### src/rtl/uart_rx.sv
// uart_rx: 16x-oversampled UART receiver, 8N1 by default, 8E1 with UART_RX_PARITY_EN defined
module uart_rx #(
  parameter int CLK_FREQ = 50000000,
  parameter int BAUD = 9600,
  parameter int CLKS_PER_TICK = CLK_FREQ / (BAUD * 16)
) (
  input  logic       clk,
  input  logic       rst,
  input  logic       rx,
  output logic [7:0] rx_data,
  output logic       rx_valid,
  output logic       frame_err,
  output logic       parity_err,
  output logic       busy
);
  localparam int DW = CLKS_PER_TICK > 1 ? $clog2(CLKS_PER_TICK) : 1;
  typedef enum logic [2:0] {
    IDLE,
    START,
    DATA,
`ifdef UART_RX_PARITY_EN
    PARITY,
`endif
    STOP,
    BRK
  } state_t;
  state_t state_q, state_d;
  logic rx_m_q, rx_s_q;
  logic [DW-1:0] div_q, div_d;
  logic [3:0] os_q, os_d;
  logic [2:0] bit_q, bit_d;
  logic [7:0] sh_q, sh_d, data_q, data_d;
  logic valid_q, valid_d, ferr_q, ferr_d;
  logic tick;
`ifdef UART_RX_PARITY_EN
  logic perr_q, perr_d, mis_q, mis_d;
  assign parity_err = perr_q;
`else
  assign parity_err = 1'b0;
`endif
  assign tick = div_q == DW'(CLKS_PER_TICK - 1);
  assign rx_data = data_q;
  assign rx_valid = valid_q;
  assign frame_err = ferr_q;
  assign busy = state_q != IDLE;
  always_comb begin
    state_d = state_q;
    div_d = tick ? '0 : div_q + 1'b1;
    os_d = tick ? os_q + 1'b1 : os_q;
    bit_d = bit_q;
    sh_d = sh_q;
    data_d = data_q;
    valid_d = 1'b0;
    ferr_d = 1'b0;
`ifdef UART_RX_PARITY_EN
    perr_d = 1'b0;
    mis_d = mis_q;
`endif
    case (state_q)
      IDLE: begin
        div_d = '0;
        os_d = '0;
        bit_d = '0;
`ifdef UART_RX_PARITY_EN
        mis_d = 1'b0;
`endif
        state_d = rx_s_q ? IDLE : START;
      end
      START: if (tick && os_q == 4'd7) begin
        state_d = rx_s_q ? IDLE : DATA;
        os_d = '0;
      end
      DATA: if (tick && os_q == 4'd15) begin
        sh_d = {rx_s_q, sh_q[7:1]};
        bit_d = bit_q + 1'b1;
`ifdef UART_RX_PARITY_EN
        state_d = bit_q == 3'd7 ? PARITY : DATA;
`else
        state_d = bit_q == 3'd7 ? STOP : DATA;
`endif
      end
`ifdef UART_RX_PARITY_EN
      PARITY: if (tick && os_q == 4'd15) begin
        mis_d = ^{sh_q, rx_s_q};
        state_d = STOP;
      end
`endif
      STOP: if (tick && os_q == 4'd15) begin
        data_d = sh_q;
        state_d = rx_s_q ? IDLE : BRK;
        ferr_d = !rx_s_q;
`ifdef UART_RX_PARITY_EN
        valid_d = rx_s_q && !mis_q;
        perr_d = rx_s_q && mis_q;
`else
        valid_d = rx_s_q;
`endif
      end
      BRK: state_d = rx_s_q ? IDLE : BRK;
      default: state_d = IDLE;
    endcase
  end
  always_ff @(posedge clk) begin
    if (rst) begin
      state_q <= IDLE;
      rx_m_q <= 1'b1;
      rx_s_q <= 1'b1;
      div_q <= '0;
      os_q <= '0;
      bit_q <= '0;
      sh_q <= '0;
      data_q <= '0;
      valid_q <= 1'b0;
      ferr_q <= 1'b0;
`ifdef UART_RX_PARITY_EN
      perr_q <= 1'b0;
      mis_q <= 1'b0;
`endif
    end else begin
      state_q <= state_d;
      rx_m_q <= rx;
      rx_s_q <= rx_m_q;
      div_q <= div_d;
      os_q <= os_d;
      bit_q <= bit_d;
      sh_q <= sh_d;
      data_q <= data_d;
      valid_q <= valid_d;
      ferr_q <= ferr_d;
`ifdef UART_RX_PARITY_EN
      perr_q <= perr_d;
      mis_q <= mis_d;
`endif
    end
  end
endmodule

### config.mk
export PLATFORM = sky130hd
export DESIGN_NAME = uart_rx
export DESIGN_NICKNAME = d
export VERILOG_FILES = /design/src/rtl/uart_rx.sv
export SDC_FILE = /design/constraint.sdc
export NUM_CORES = 1
export LEC_CHECK = 0
export ABC_AREA = 1
export BUFFER_PORTS_ARGS = -buffer_cell sky130_fd_sc_hd__buf_2
export CORE_MARGIN = 3
export CORE_UTILIZATION = 40
export CTS_CLUSTER_SIZE = 10
export DETAILED_ROUTE_END_ITERATION = 10
export PLACE_DENSITY_LB_ADDON = 0.05
export SYNTH_ARGS = -nofsm -noshare
export SYNTH_HDL_FRONTEND = slang
export SYNTH_SLANG_ARGS = --single-unit
### constraint.sdc
create_clock -name clk -period 1.7 [get_ports clk]
set_input_delay 0.17 -clock clk [delete_from_list [all_inputs] [get_ports clk]]
set_output_delay 0.17 -clock clk [all_outputs]
set_load 0.005 [all_outputs]
==> results list <==
- The flow ran to the end, and the final reports show no timing, DRC or antenna violations.
* Final slew viol count: 0
* TritonCTS clock tree: built
- Total clock buffers created by CTS: 5
- Worst reg-to-reg setup slack: 0.16 ns
- For the finished layout, the period the worst path requires is 1.54 ns.
* Switching portion of total power: 0.233
* Post-Synthesis Net Count: 239
- Maximum ir drop on the vdd rail: 0.000289 V
- The worst hold path terminates at rx_m_q.
- Reg power frac: 0.510
- Cells after synthesis: 231
* Final routed DRC violation total: 0
- After detailed routing, the average wire length per cell comes to 10.0 µm.
* Filler cells: 426
- NumNets Final: 262
* CTS root buffer: sky130_fd_sc_hd__clkbuf_8
- Count of buffers inserted at the top-level ports: 13
* Min-Delay Path Depth: 2
* Startpoint of the lowest-slack hold path: rx
- Most frequent cells after synthesis: sky130_fd_sc_hd__nor2_1, sky130_fd_sc_hd__dfxtp_1, sky130_fd_sc_hd__inv_1
- The synthesized design spends more area on one cell type than any other, namely sky130_fd_sc_hd__dfxtp_1.
- Final routed wirelength across all metal layers: 3050 µm
- At the worst endpoint, the arrival time is 1.73 ns.
- Largest stage delay, worst path: 0.37 ns
- Post-synthesis cell area: 0.00174 mm²
* Chip width: 72.0 µm
- Number of max-cap violations: 0
* Synthesis warning total: 0
- Starting density of the core: 0.424
- Number of antenna violations at the first check in global routing: 0
* Unrepaired setup endpoints after global routing: yes
- The clock passes through at most 2 buffers.
- The first detailed-routing pass ran for 4 iterations.
- The min-delay analysis places its worst path in the category in -> reg.
- Die Area: 0.00519 mm²
* Part of the total power dissipated in the clock network: 0.395
* Power share of the combinational group: 0.095
- Required time of the critical path: 1.88 ns
* Via/cell ratio: 4.54
- CTS built an H-tree with a depth of 2.
* Library cell contributing the largest single delay on the critical path: sky130_fd_sc_hd__dfxtp_1
- In the final layout, the multi-input gates occupy 810 µm².
- Global-route wire length before repair: 5400 µm
- In this run the core area contains 23 standard-cell rows.
- Synthesized area per cell: 7.55 µm²
* Count of unique library cells instantiated by Yosys: 27
- The worst setup path is launched from a flip-flop.
- The critical path goes through ha_1 -> inv_1 -> nor3_4 -> nand3_4 -> buf_12 -> o21ai_1 -> nor2_1.
- Routability-driven placement finished with a final weighted congestion of 0.779.
* Final hold viol count: 0
- For this run the aggregate overflow at the end of global routing stands at 0.
- In this run the worst path has a maximum fanout of 6.
- Dpl cells: 292
- Portion of the post-synthesis area used by sequential elements: 0.448
- The detailed router placed 1,381 vias in this run.
- Pin count of the biggest net entering global routing: 20
- Of the cells placed in the final design, the portion with a size suffix greater than 1 is 0.193.
- Setup violations remaining at the end of the flow were counted as 0.
- The critical path in this run is classified as reg -> reg.
* Net switching power: 436 µW
- All-layer global routing usage: 0.131
- DR iter-0 viols: 64
- Number of standard cells in the final layout excluding fillers: 304
- Power spread over the standard cell area amounts to 922 mW/mm².
- Internal power: 1430 µW
* Fraction of synthesis flops using an asynchronous set or reset pin: 0
- Counting both buffers and inverters, the worst setup path holds a total of 2.
* Leakage power figure: 0.000862 µW
- Post-route total power: 1870 µW
* Sink count of the clock tree: 39
* Clock transition at the registers of the reported paths: 0.07 ns
- Synthesis-stage register bit count: 39
* Area inside the core boundary: 0.00412 mm²
- Clock latency on the worst-skew pair, taken at its later pin, is 0.29 ns.
- The share of synthesized area in the top cell type comes to 0.448.
* Crit path max-delay family: simple AND/OR/NAND/NOR gates
- Share of the core filled with cells: 0.492
* Number of nets with antenna violations after routing: 0
- Top area cells in the synthesized netlist: sky130_fd_sc_hd__dfxtp_1, sky130_fd_sc_hd__nor2_1, sky130_fd_sc_hd__inv_1
* Number of diodes: 0
* Most frequent cell after synthesis: sky130_fd_sc_hd__nor2_1
* Worst setup EP type: flip-flop
- Detailed placement ended at an HPWL of 2190 µm.
* Worst-case clock skew: 0.00571 ns
- Count of flip-flops with a built-in enable after synthesis: 0
* Launch point of the worst reg-to-reg path: os_q[0]
- Final hold analysis gives a worst-case slack of 0.0694 ns.
- Sequential cell area: 781 µm²
* Cells on worst reg2reg path: 7
- The endpoint identified for the worst register-to-register timing path is rx_data[4].
- Based on the critical path, the design can be clocked at up to 0.648 GHz.
- From synthesis to final layout, the design area changed by 16.2%.
- Vias in the first global route: 1,238
* Number of top-level pins: 15
* Vert. Die Dim: 72.0 µm
- Final cycle utilization of the critical path: 0.908
- Commonest register cell after synthesis: sky130_fd_sc_hd__dfxtp_1
[area by class of cell]
cell class | instances | area share
Clock inverter | 1 | 0.0148
Tap cell | 50 | 0.0309
Clock buffer | 6 | 0.0358
Timing Repair Buffer | 22 | 0.0717
Inverter | 33 | 0.0612
Multi-Input combinational cell | 153 | 0.400
Sequential cell | 39 | 0.386
[sequential cells by signal, summed over array words and instances, names as in the netlist]
signal     count
div_q          9
rx_data        8
sh_q           8
os_q           4
bit_q          3
state_q        3
frame_err      1
rx_m_q         1
rx_s_q         1
rx_valid       1
[placed cells by master, fill, tap and decap left out, types with 4 or more instances in the layout]
cell / instances
sky130_fd_sc_hd__inv_2: 4
sky130_fd_sc_hd__o21ai_1: 7
sky130_fd_sc_hd__ha_1: 5
sky130_fd_sc_hd__buf_4: 8
sky130_fd_sc_hd__inv_1: 29
sky130_fd_sc_hd__a21oi_1: 8
sky130_fd_sc_hd__nor3_1: 4
sky130_fd_sc_hd__o21ai_0: 11
sky130_fd_sc_hd__dfxtp_1: 39
sky130_fd_sc_hd__buf_2: 13
sky130_fd_sc_hd__o21ai_2: 5
sky130_fd_sc_hd__clkbuf_8: 5
sky130_fd_sc_hd__nor2_1: 58
sky130_fd_sc_hd__nand3_1: 10
sky130_fd_sc_hd__nand2_1: 26
[worst reg2reg max path: stages (launching register included)]
cell                      delay, ns
sky130_fd_sc_hd__dfxtp_1       0.37
sky130_fd_sc_hd__ha_1          0.18
sky130_fd_sc_hd__inv_1         0.08
sky130_fd_sc_hd__nor3_4        0.30
sky130_fd_sc_hd__nand3_4       0.17
sky130_fd_sc_hd__buf_12        0.18
sky130_fd_sc_hd__o21ai_1       0.12
sky130_fd_sc_hd__nor2_1        0.05
[power by group through the flow]
stage          Combinational, µW  Sequential, µW  Clock [µW]
2_1_floorplan                133             970           0
3_3_place_gp                 175             975           0
3_5_place_dp                 175             973           0
4_1_cts                      176             952         764
5_1_grt                      203             956         798
6_report                     178             952         737
[worst max-delay path by stage]
stage	start	endpoint	slack, ns	depth (start not counted)
6_report	os_q[0]	rx_data[4]	0.16	7
5_1_grt	os_q[0]	sh_q[7]	-0.01	7
4_1_cts	div_q[0]	sh_q[6]	0.01	10
3_5_place_dp	div_q[0]	sh_q[6]	0.02	10
3_3_place_gp	div_q[0]	sh_q[6]	0.06	10
2_1_floorplan	os_q[0]	sh_q[4]	0.24	7
[repair_timing]
action / 4_1_cts / 5_1_grt
hold buffers: 0 / 0
setup buffers: 0 / 5
gates resized for setup: 0 / 3
setup endpoints to repair: 0 / 15
[per-stage QoR]
| stage | cell area (µm²) | setup slack (ns) | setup TNS [ns] |
|---|---|---|---|
| floorplan | 1740 | 0.241 | 0 |
| global placement | 1850 | 0.0646 | 0 |
| detailed placement | 1850 | 0.0248 | 0 |
| finish | 2020 | 0.156 | 0 |
| global route | 2020 | -0.0111 | -0.0111 |
| CTS | 1950 | 0.0114 | 0 |
[kinds of logic after synthesis]
logic type	after synthesis	share of synthesized area
adders and majority gates	5	0.0359
DFF	39	0.448
AOI/OAI and AO/OA	31	0.0998
and+or+nand+nor	112	0.295
buffers and inverters	39	0.0991
xor gates and xnor gates	4	0.0201
other	1	0.00215
[metal layers]
layer	vias to the layer above	share of wire	GRT usage
met5	-	0	0
met4	0	0.021	0.0647
met3	8	0.044	0.0346
met2	23	0.43	0.202
met1	586	0.50	0.170
li1	764	-	-
Note: power is estimated with default switching activity, not from simulation.
